### src/rtl/bcd_bank_selector.sv
// bcd_bank_selector
//
// Streaming front-end for the battery-bank puzzle. It consumes an ASCII
// character stream with one bank per line. For each line it finds the largest
// DIGITS-digit number that can be formed from an order-preserving subsequence
// of the line's decimal digits. That number is emitted as packed BCD, with the
// most significant digit in the top nibble, over a valid/ready handshake.
// The output width matches the operand width of the downstream BCD
// accumulation adder.
//
// Ports:
//   clk        rising-edge clock
//   resetN     asynchronous active-low reset
//   inValid    inChar is valid
//   inReady    block accepts inChar this cycle
//   inChar     ASCII character
//   inLast     final character of the whole input; also terminates the line
//   outValid   bankValue is valid
//   outReady   consumer accepts bankValue
//   bankValue  packed BCD maximum for the last completed line
//   lineCount  number of values captured since reset, wraps at 2^16
//
// Algorithm: dp[j] holds the best j-digit subsequence of the current line
// seen so far. When a digit d arrives, every length j is updated in parallel
// from the pre-update values, using the candidate {dp[j-1], d}. Plain unsigned
// compare is correct because equal-width BCD orders lexicographically.
// Entry k of the arrays below corresponds to length j = k + 1. Each entry
// keeps its digits in the low (k+1)*4 bits, and the upper bits stay zero.

module bcd_bank_selector #(
    parameter int unsigned DIGITS = 2
) (
    input  logic                clk,
    input  logic                resetN,
    input  logic                inValid,
    output logic                inReady,
    input  logic [7:0]          inChar,
    input  logic                inLast,
    output logic                outValid,
    input  logic                outReady,
    output logic [DIGITS*4-1:0] bankValue,
    output logic [15:0]         lineCount
);

    localparam int W = DIGITS * 4;

    // Line state
    logic [W-1:0]      dp_q   [DIGITS];
    logic [W-1:0]      dp_d   [DIGITS];
    logic [W-1:0]      dp_upd [DIGITS];
    logic [W-1:0]      cand   [DIGITS];
    logic [DIGITS-1:0] dpv_q;
    logic [DIGITS-1:0] dpv_d;
    logic [DIGITS-1:0] dpv_upd;
    logic [DIGITS-1:0] usable;

    // Output register
    logic         out_valid_q, out_valid_d;
    logic [W-1:0] bank_q, bank_d;
    logic [15:0]  line_count_q, line_count_d;

    logic       accept;
    logic       is_digit;
    logic       is_term;
    logic       capture;
    logic [3:0] digit;

    // A full output that is not being drained stalls the whole input stream.
    assign inReady   = !(out_valid_q && !outReady);
    assign accept    = inValid && inReady;
    assign is_digit  = (inChar >= 8'h30) && (inChar <= 8'h39);
    assign digit     = inChar[3:0];
    assign is_term   = (inChar == 8'h0A) || inLast;

    assign outValid  = out_valid_q;
    assign bankValue = bank_q;
    assign lineCount = line_count_q;

    // Candidates: a single digit for length 1, otherwise the best shorter
    // prefix with d appended.
    always_comb begin
        cand[0]   = W'(digit);
        usable[0] = 1'b1;
        for (int k = 1; k < DIGITS; k++) begin
            cand[k]   = (dp_q[k-1] << 4) | W'(digit);
            usable[k] = dpv_q[k-1];
        end
    end

    // Post-digit view of the line state. The terminator path uses it too,
    // so a digit that carries inLast is folded in before the capture.
    always_comb begin
        for (int k = 0; k < DIGITS; k++) begin
            if (is_digit && usable[k] && (!dpv_q[k] || (cand[k] > dp_q[k]))) begin
                dp_upd[k]  = cand[k];
                dpv_upd[k] = 1'b1;
            end else begin
                dp_upd[k]  = dp_q[k];
                dpv_upd[k] = dpv_q[k];
            end
        end
    end

    assign capture = accept && is_term && dpv_upd[DIGITS-1];

    always_comb begin
        for (int k = 0; k < DIGITS; k++) begin
            dp_d[k] = dp_q[k];
        end
        dpv_d = dpv_q;
        if (accept) begin
            if (is_term) begin
                // Every line, whether captured or dropped, leaves a clean state.
                for (int k = 0; k < DIGITS; k++) begin
                    dp_d[k] = '0;
                end
                dpv_d = '0;
            end else begin
                for (int k = 0; k < DIGITS; k++) begin
                    dp_d[k] = dp_upd[k];
                end
                dpv_d = dpv_upd;
            end
        end
    end

    // Single-entry output. A capture on the same edge as a drain replaces
    // the old value, so no slot is lost.
    always_comb begin
        out_valid_d  = out_valid_q;
        bank_d       = bank_q;
        line_count_d = line_count_q;
        if (capture) begin
            out_valid_d  = 1'b1;
            bank_d       = dp_upd[DIGITS-1];
            line_count_d = line_count_q + 16'd1;
        end else if (out_valid_q && outReady) begin
            out_valid_d = 1'b0;
        end
    end

    always_ff @(posedge clk or negedge resetN) begin
        if (!resetN) begin
            for (int k = 0; k < DIGITS; k++) begin
                dp_q[k] <= '0;
            end
            dpv_q        <= '0;
            out_valid_q  <= 1'b0;
            bank_q       <= '0;
            line_count_q <= 16'd0;
        end else begin
            for (int k = 0; k < DIGITS; k++) begin
                dp_q[k] <= dp_d[k];
            end
            dpv_q        <= dpv_d;
            out_valid_q  <= out_valid_d;
            bank_q       <= bank_d;
            line_count_q <= line_count_d;
        end
    end

endmodule

### config.mk
export PLATFORM = sky130hd
export DESIGN_NAME = bcd_bank_selector
export DESIGN_NICKNAME = d
export VERILOG_FILES = /design/src/rtl/bcd_bank_selector.sv
export SDC_FILE = /design/constraint.sdc
export NUM_CORES = 1
export LEC_CHECK = 0
export ABC_AREA = 1
export CORE_UTILIZATION = 53
export DETAILED_ROUTE_END_ITERATION = 10
export GPL_ROUTABILITY_DRIVEN = 1
export PLACE_DENSITY = 0.77
export SLEW_MARGIN = 10
export SYNTH_ARGS = -nofsm -noshare
export SYNTH_HDL_FRONTEND = slang
export SYNTH_SLANG_ARGS = --single-unit
### constraint.sdc
create_clock -name clk -period 1.8 [get_ports clk]
set_input_delay 0.27 -clock clk [delete_from_list [all_inputs] [get_ports clk]]
set_output_delay 0.27 -clock clk [all_outputs]
set_load 0.01 [all_outputs]
==> flow_summary.ini, run 1 <==
[status]
status = finished, violations left
violations = setup timing

[final_layout]
nNetsFinal = 401
synthToLayoutAreaGrowth_pct = 39.17
layout_common_cells = 99 x nand2_1, 39 x dfrtp_1, 34 x inv_1, 34 x nand3_1, 32 x clkdlybuf4s50_1
fin_area_um2 = 3192
final_common_cell = nand2_1
drive_gt1_share_pct = 18.62
n_antenna_cell = 0

[floorplanning]
num_rows = 23
die_w_um = 67.78
initial_utilization_pct = 56.12
core-area_um2 = 4086
num_io_pins = 39
die_area_um2 = 4594
die_h_um = 67.78

[pwr]
power_frac_comb_pct = 28.4
sw_frac_of_total_pct = 29.49
power_frac_seq_pct = 41.8
cellPowerDensity_nw_per_um2 = 790.8
ir_drop_mv = 0.5038
total_power_uw = 2524
p_int_uw = 1780
clock_power_share_pct = 29.8
leakage_uw = 0.001673
p_sw_uw = 744.4

[global_routing]
grt_pass1_vias = 2111
grt_pass1_wl_um = 9170
met1_usage_pct = 33.96
grt_busiest_layer = met2
antenna_found_initial = 0
grt_use_total_pct = 26.93
global_route.usage.met3_pct = 4.899
grt_max_degree = 16
grt_overflow = 0
use_met2_pct = 45.05

[clock_network]
clock-root-buffer = clkbuf_8
clkTransAtPathRegs_ns = 0.08
worstSkewPairLatency_ns = 0.29
cts_tree = yes
clock_path_buffers = 2
cts_buffers = 5
cts.sinks = 39
htree_levels = 2

[logic_synthesis]
synth.distinct_cells = 23
yosysTopAreaCellShare_pct = 42.55
syn_nets = 325
synth.avg_cell_area_um2 = 7.670
netlist_area_um2 = 2293
yosys_warnings = 0
synthTopCellsByArea = dfrtp_1 43%, nand2_1 17%, nand3_1 8.7%, ha_1 7.1%, inv_1 6.1%
synth_seq_cells = 39
seq_area_frac_synth_pct = 42.55
syn_inst = 299
synth_top_area_cell = dfrtp_1

[sta]
timing.hold.ws_ns = 0.3755
worstMarginPinSlew_ns = 0.4389
fmax_mhz = 546.5
slew_violations = 0
hold_violations = 0
fin_crit_sh_pct = 101.7
period_minus_slack_ns = 1.830
setup_viol_count_final = 4
setup_tns_ns = -0.04768
setup_ws_ns = -0.02982
rsz0062_at_grt = yes
clock_skew_ns = 0.005913
maxSlewHeadroom_pct = 70.47

[setup_path]
endpoint_kind = register
path_max_fanout = 8
crit_required_ns = 1.98
crit_path_start_kind = register
arrival_ns = 2.01
worstSetupPathType = reg2reg

[hold_path]
hp-class = in2reg

[route]
dr.first_iter.drc_count = 192
detail_route.vias_per_cell = 5.225
drc = 0
vias = 2226
firstDrtPassIters = 4
wl_per_cell_um = 14.06
antenna_left = 0
drt-total-wl_um = 5988

[placement]
dp_hpwl_um = 4296
dpl_cell_area_um2 = 2949
place_ws_ns = -0.2578
gp_congestion = 0.9161
io_buffers = 38

[job]
maxCapViolCount = 0
## per-stage QoR
step	std cells	utilization (%)
floorplan	299	-
global placement	415	72.17
detailed placement	415	72.17
CTS	424	75.29
global route	426	78.11
finish	426	78.11
## cell families (layout without fill, tap and decap cells)
logic type / count (synthesis) / count (layout) / share of synthesized area [%]
buffers and inverters: 42 / 118 / 7.746
AO/OA/AOI/OAI: 15 / 16 / 3.874
adder cells (fa/ha/maj): 13 / 13 / 7.092
flip-flops: 39 / 39 / 42.55
XOR/XNOR: 14 / 14 / 5.346
AND/OR/NAND/NOR: 176 / 176 / 33.39
## cell usage after synthesis (all sizes together)
library cell / count
a21o: 1
a21oi: 6
buf: 4
dfrtp: 39
ha: 13
inv: 38
nand2: 106
nand3: 41
nand4: 5
nor2: 19
nor3: 3
nor4: 2
o21ai: 8
xnor2: 4
xor2: 10
## sequential cells by signal, indices dropped and copies added (netlist names)
| register | count |
|---|---|
| outValid | 1 |
| dpv_q | 2 |
| lineCount | 16 |
| bankValue | 8 |
| dp_q | 12 |
## repair_timing
item                                    in CTS  in global routing
setup buffers                                0                  1
endpoints found under the setup margin       0                 33
hold buffers                                 1                  0
resized for setup                            0                 26
endpoints found under the hold margin       13                  0
## layout make-up
class	count	area, um2
timing repair buffer	72	661.9
tap	50	62.56
clock buffer	6	82.58
sequential	39	975.9
clock inverter	2	35.03
fill	306	894.6
inverter	38	142.6
multi-input combinational	219	1231
## worst max-delay path: stages, from the launching register on
cell and delay [ns]:
dfrtp_1 0.36, inv_1 0.07, ha_1 0.31, a21o_1 0.20, nor2_1 0.16, nand2_1 0.08
nand2_1 0.07, nand2_2 0.08, nand2_4 0.13, nand2_1 0.11, nand3_1 0.11, nand2_1 0.05
## worst paths after layout
kind                                                from                        end  slack [ns]  depth (start not counted)
worst min register to register  bankValue[3]$_DFFE_PN0P_   bankValue[3]$_DFFE_PN0P_        0.48                          2
worst max register to register       dp_q[7]$_DFFE_PN0P_   bankValue[6]$_DFFE_PN0P_       -0.03                         11
worst max-delay path                 dp_q[7]$_DFFE_PN0P_   bankValue[6]$_DFFE_PN0P_       -0.03                         11
min in group asynchronous                         resetN       dp_q[10]$_DFFE_PN0P_        0.41                          2
max in group asynchronous                         resetN  lineCount[15]$_DFFE_PN0P_        0.90                          3
worst min-delay path                           inChar[0]        dp_q[8]$_DFFE_PN0P_        0.38                          4
## power by group through the flow
stage          clock, uW  sequential [uW]  combinational, uW
2_1_floorplan          0             1110                270
3_3_place_gp           0             1070                663
3_5_place_dp           0             1070                679
4_1_cts              768             1050                685
5_1_grt              809             1070                794
6_report             752             1050                718
## layer usage
layer  up-vias  part of all wire (%)
li1       1102                     -
met1      1044                    45
met2        67                    49
met3        13                   3.9
met4         0                   2.2
met5         -                     0
Power figures use the tool's default switching activity.
==> run 2: changes to the inputs <==
--- a/config.mk
+++ b/config.mk
@@ -10,6 +10,7 @@
 export DETAILED_ROUTE_END_ITERATION = 10
 export GPL_ROUTABILITY_DRIVEN = 1
 export PLACE_DENSITY = 0.77
+export SETUP_SLACK_MARGIN = 0.1
 export SLEW_MARGIN = 10
 export SYNTH_ARGS = -nofsm -noshare
 export SYNTH_HDL_FRONTEND = slang
==> run 2 against run 1 <==
  * The run still ends with setup timing left
  * Sequential power hardly changed
  * Setup slack got worse by 0.063 ns
  * Combinational power is 12% higher
  * Die area unchanged
  * Clock skew rose by 0.0013 ns
  * Via count increased by 4.9%
  * Total power rose by 4.2%
  * Critical path depth grew 1
  * Largest cell class unchanged
  * Maximum frequency shrank 3.3%
  * Final cell count increased by 0.94%
==> flow_summary.ini, run 2 (same netlist as run 1, synthesis figures left out) <==
[pwr]
cellPowerDensity_nw_per_um2 = 776.5
leakage_uw = 0.001687
ir_drop_mv = 0.4736
total_power_uw = 2631

[sta]
setup_viol_count_final = 4
clock_skew_ns = 0.007255
setup_ws_ns = -0.09239
maxSlewHeadroom_pct = 68.93
slew_violations = 0
rsz0062_at_grt = yes
fmax_mhz = 528.4
fin_crit_sh_pct = 105.1
period_minus_slack_ns = 1.892
hold_violations = 0
worstMarginPinSlew_ns = 0.4618
setup_tns_ns = -0.1387

[final_layout]
nNetsFinal = 405
drive_gt1_share_pct = 27.89
n_antenna_cell = 0
synthToLayoutAreaGrowth_pct = 47.74
stdcell_count = 430
final_common_cell = nand2_1
layout_common_cells = 93 x nand2_1, 37 x dfrtp_1, 34 x buf_4
fin_area_um2 = 3388
largest_register_ffs = 16

[clock_network]
htree_levels = 2
cts_buffers = 5
cts.sinks = 39
clock_path_buffers = 2
worstSkewPairLatency_ns = 0.30
clkTransAtPathRegs_ns = 0.08
clock-root-buffer = clkbuf_8
cts_tree = yes

[route]
antenna_left = 0
wl_per_cell_um = 15.49
detail_route.vias_per_cell = 5.428
dr.first_iter.drc_count = 207
vias = 2334
drt-total-wl_um = 6662
firstDrtPassIters = 4
drc = 0

[setup_path]
crit_slowest_cell = dfrtp_1
slowest_delay_ns = 0.40
cp_top_family = simple AND/OR/NAND/NOR gates
crit_path_start_kind = register
crit_chain = inv_2 -> ha_1 -> nand2_2 -> nor2_4 -> nand2_1 -> nand2_1 -> nand2_1 -> nand2_2 -> buf_6 -> nand3_2 -> nand3_1 -> nand2_1
cp_num_cells = 12
reg2reg_depth = 12
crit_path_frequent_cell = nand2_1
r2r_setup_slack_ns = -0.09
reg2reg_to = dp_q[7]$_DFFE_PN0P_
arrival_ns = 2.07
r2r_start = dp_q[4]$_DFFE_PN0P_
endpoint_kind = register
crit_required_ns = 1.98
path_max_fanout = 5
worstSetupPathType = reg2reg
path_buf_inv = 2

[placement]
dp.cells = 415
dp_hpwl_um = 4296
io_buffers = 38
dpl_cell_area_um2 = 2949
place_ws_ns = -0.2578
gp_congestion = 0.9161

[floorplanning]
initial_utilization_pct = 56.12
die_h_um = 67.78
num_io_pins = 39
die_w_um = 67.78
core-area_um2 = 4086
die_area_um2 = 4594
num_rows = 23

[global_routing]
grt_use_total_pct = 28.28
grt_overflow = 0
grt_pass1_vias = 2184
antenna_found_initial = 0
grt_pass1_wl_um = 9625
grt_max_degree = 16

[hold_path]
hp-class = in2async

[job]
maxCapViolCount = 0

[status]
violations = setup timing
status = finished, violations left
==> run 2: cell count changes in the layout (fill, tap and decap cells not counted), moves of 4 or more <==
cell	before	now
nand2_1	99	93
inv_2	4	9
dlygate4sd2_1	0	4
nand3_2	6	14
dlymetal6s2s_1	5	1
ha_1	11	6
inv_1	34	28
nand3_1	34	25
ha_4	2	7
==> run 2: final cells by class <==
type                    count  area [um2]
multi-input cells         218        1393
flip-flops and latches     39       978.4
fillers                   240       698.2
repair buffers             77       691.9
inverters                  38       145.1
clock buffers               6       82.58
well taps                  50       62.56
clock inverters             2       35.03
==> run 2: metal layers <==
| layer | part of all wire (%) | GRT usage (%) | wire length, um | vias to the layer above |
|---|---|---|---|---|
| met5 | 0 | 0 | 0 | - |
| met4 | 3.9 | 14.32 | 263 | 0 |
| met3 | 6.0 | 5.574 | 397 | 28 |
| met2 | 49 | 47.03 | 3270 | 98 |
| met1 | 41 | 34.49 | 2731 | 1101 |
| li1 | - | - | - | 1107 |
==> run 2: timing repair <==
item | CTS | global route
endpoints found under the setup margin | 26 | 30
pin swaps | 7 | 10
resized for setup | 14 | 54
hold endpoints to repair | 13 | 0
hold buffers | 1 | 0
buffers inserted | 3 | 3
==> run 2: metrics by stage <==
| step | util, % | hold WS (ns) |
|---|---|---|
| 4_1_cts | 76.73 | 0.4106 |
| 3_5_place_dp | 72.17 | 0.1894 |
| 2_1_floorplan | - | -0.02559 |
| 6_report | 82.91 | 0.4086 |
| 3_3_place_gp | 72.17 | 0.1881 |
| 5_1_grt | 82.91 | 0.4511 |
==> run 2: how the worst max path moves through the flow <==
stage / from / end / slack [ns]
after floorplan: dp_q[7]$_DFFE_PN0P_ / bankValue[0]$_DFFE_PN0P_ / 0.19
after global placement: inChar[1] / bankValue[0]$_DFFE_PN0P_ / -0.22
after detailed placement: inChar[3] / bankValue[7]$_DFFE_PN0P_ / -0.26
after CTS: dp_q[5]$_DFFE_PN0P_ / dp_q[0]$_DFFE_PN0P_ / 0.10
after global routing: dp_q[4]$_DFFE_PN0P_ / dp_q[7]$_DFFE_PN0P_ / -0.14
final: dp_q[4]$_DFFE_PN0P_ / dp_q[7]$_DFFE_PN0P_ / -0.09
==> run 2: where the power goes <==
part	switching (uW)	internal (uW)	total, uW
combinational	403	399	802
clock	318	449	767
sequential	86.2	976	1060
total	807	1820	2630
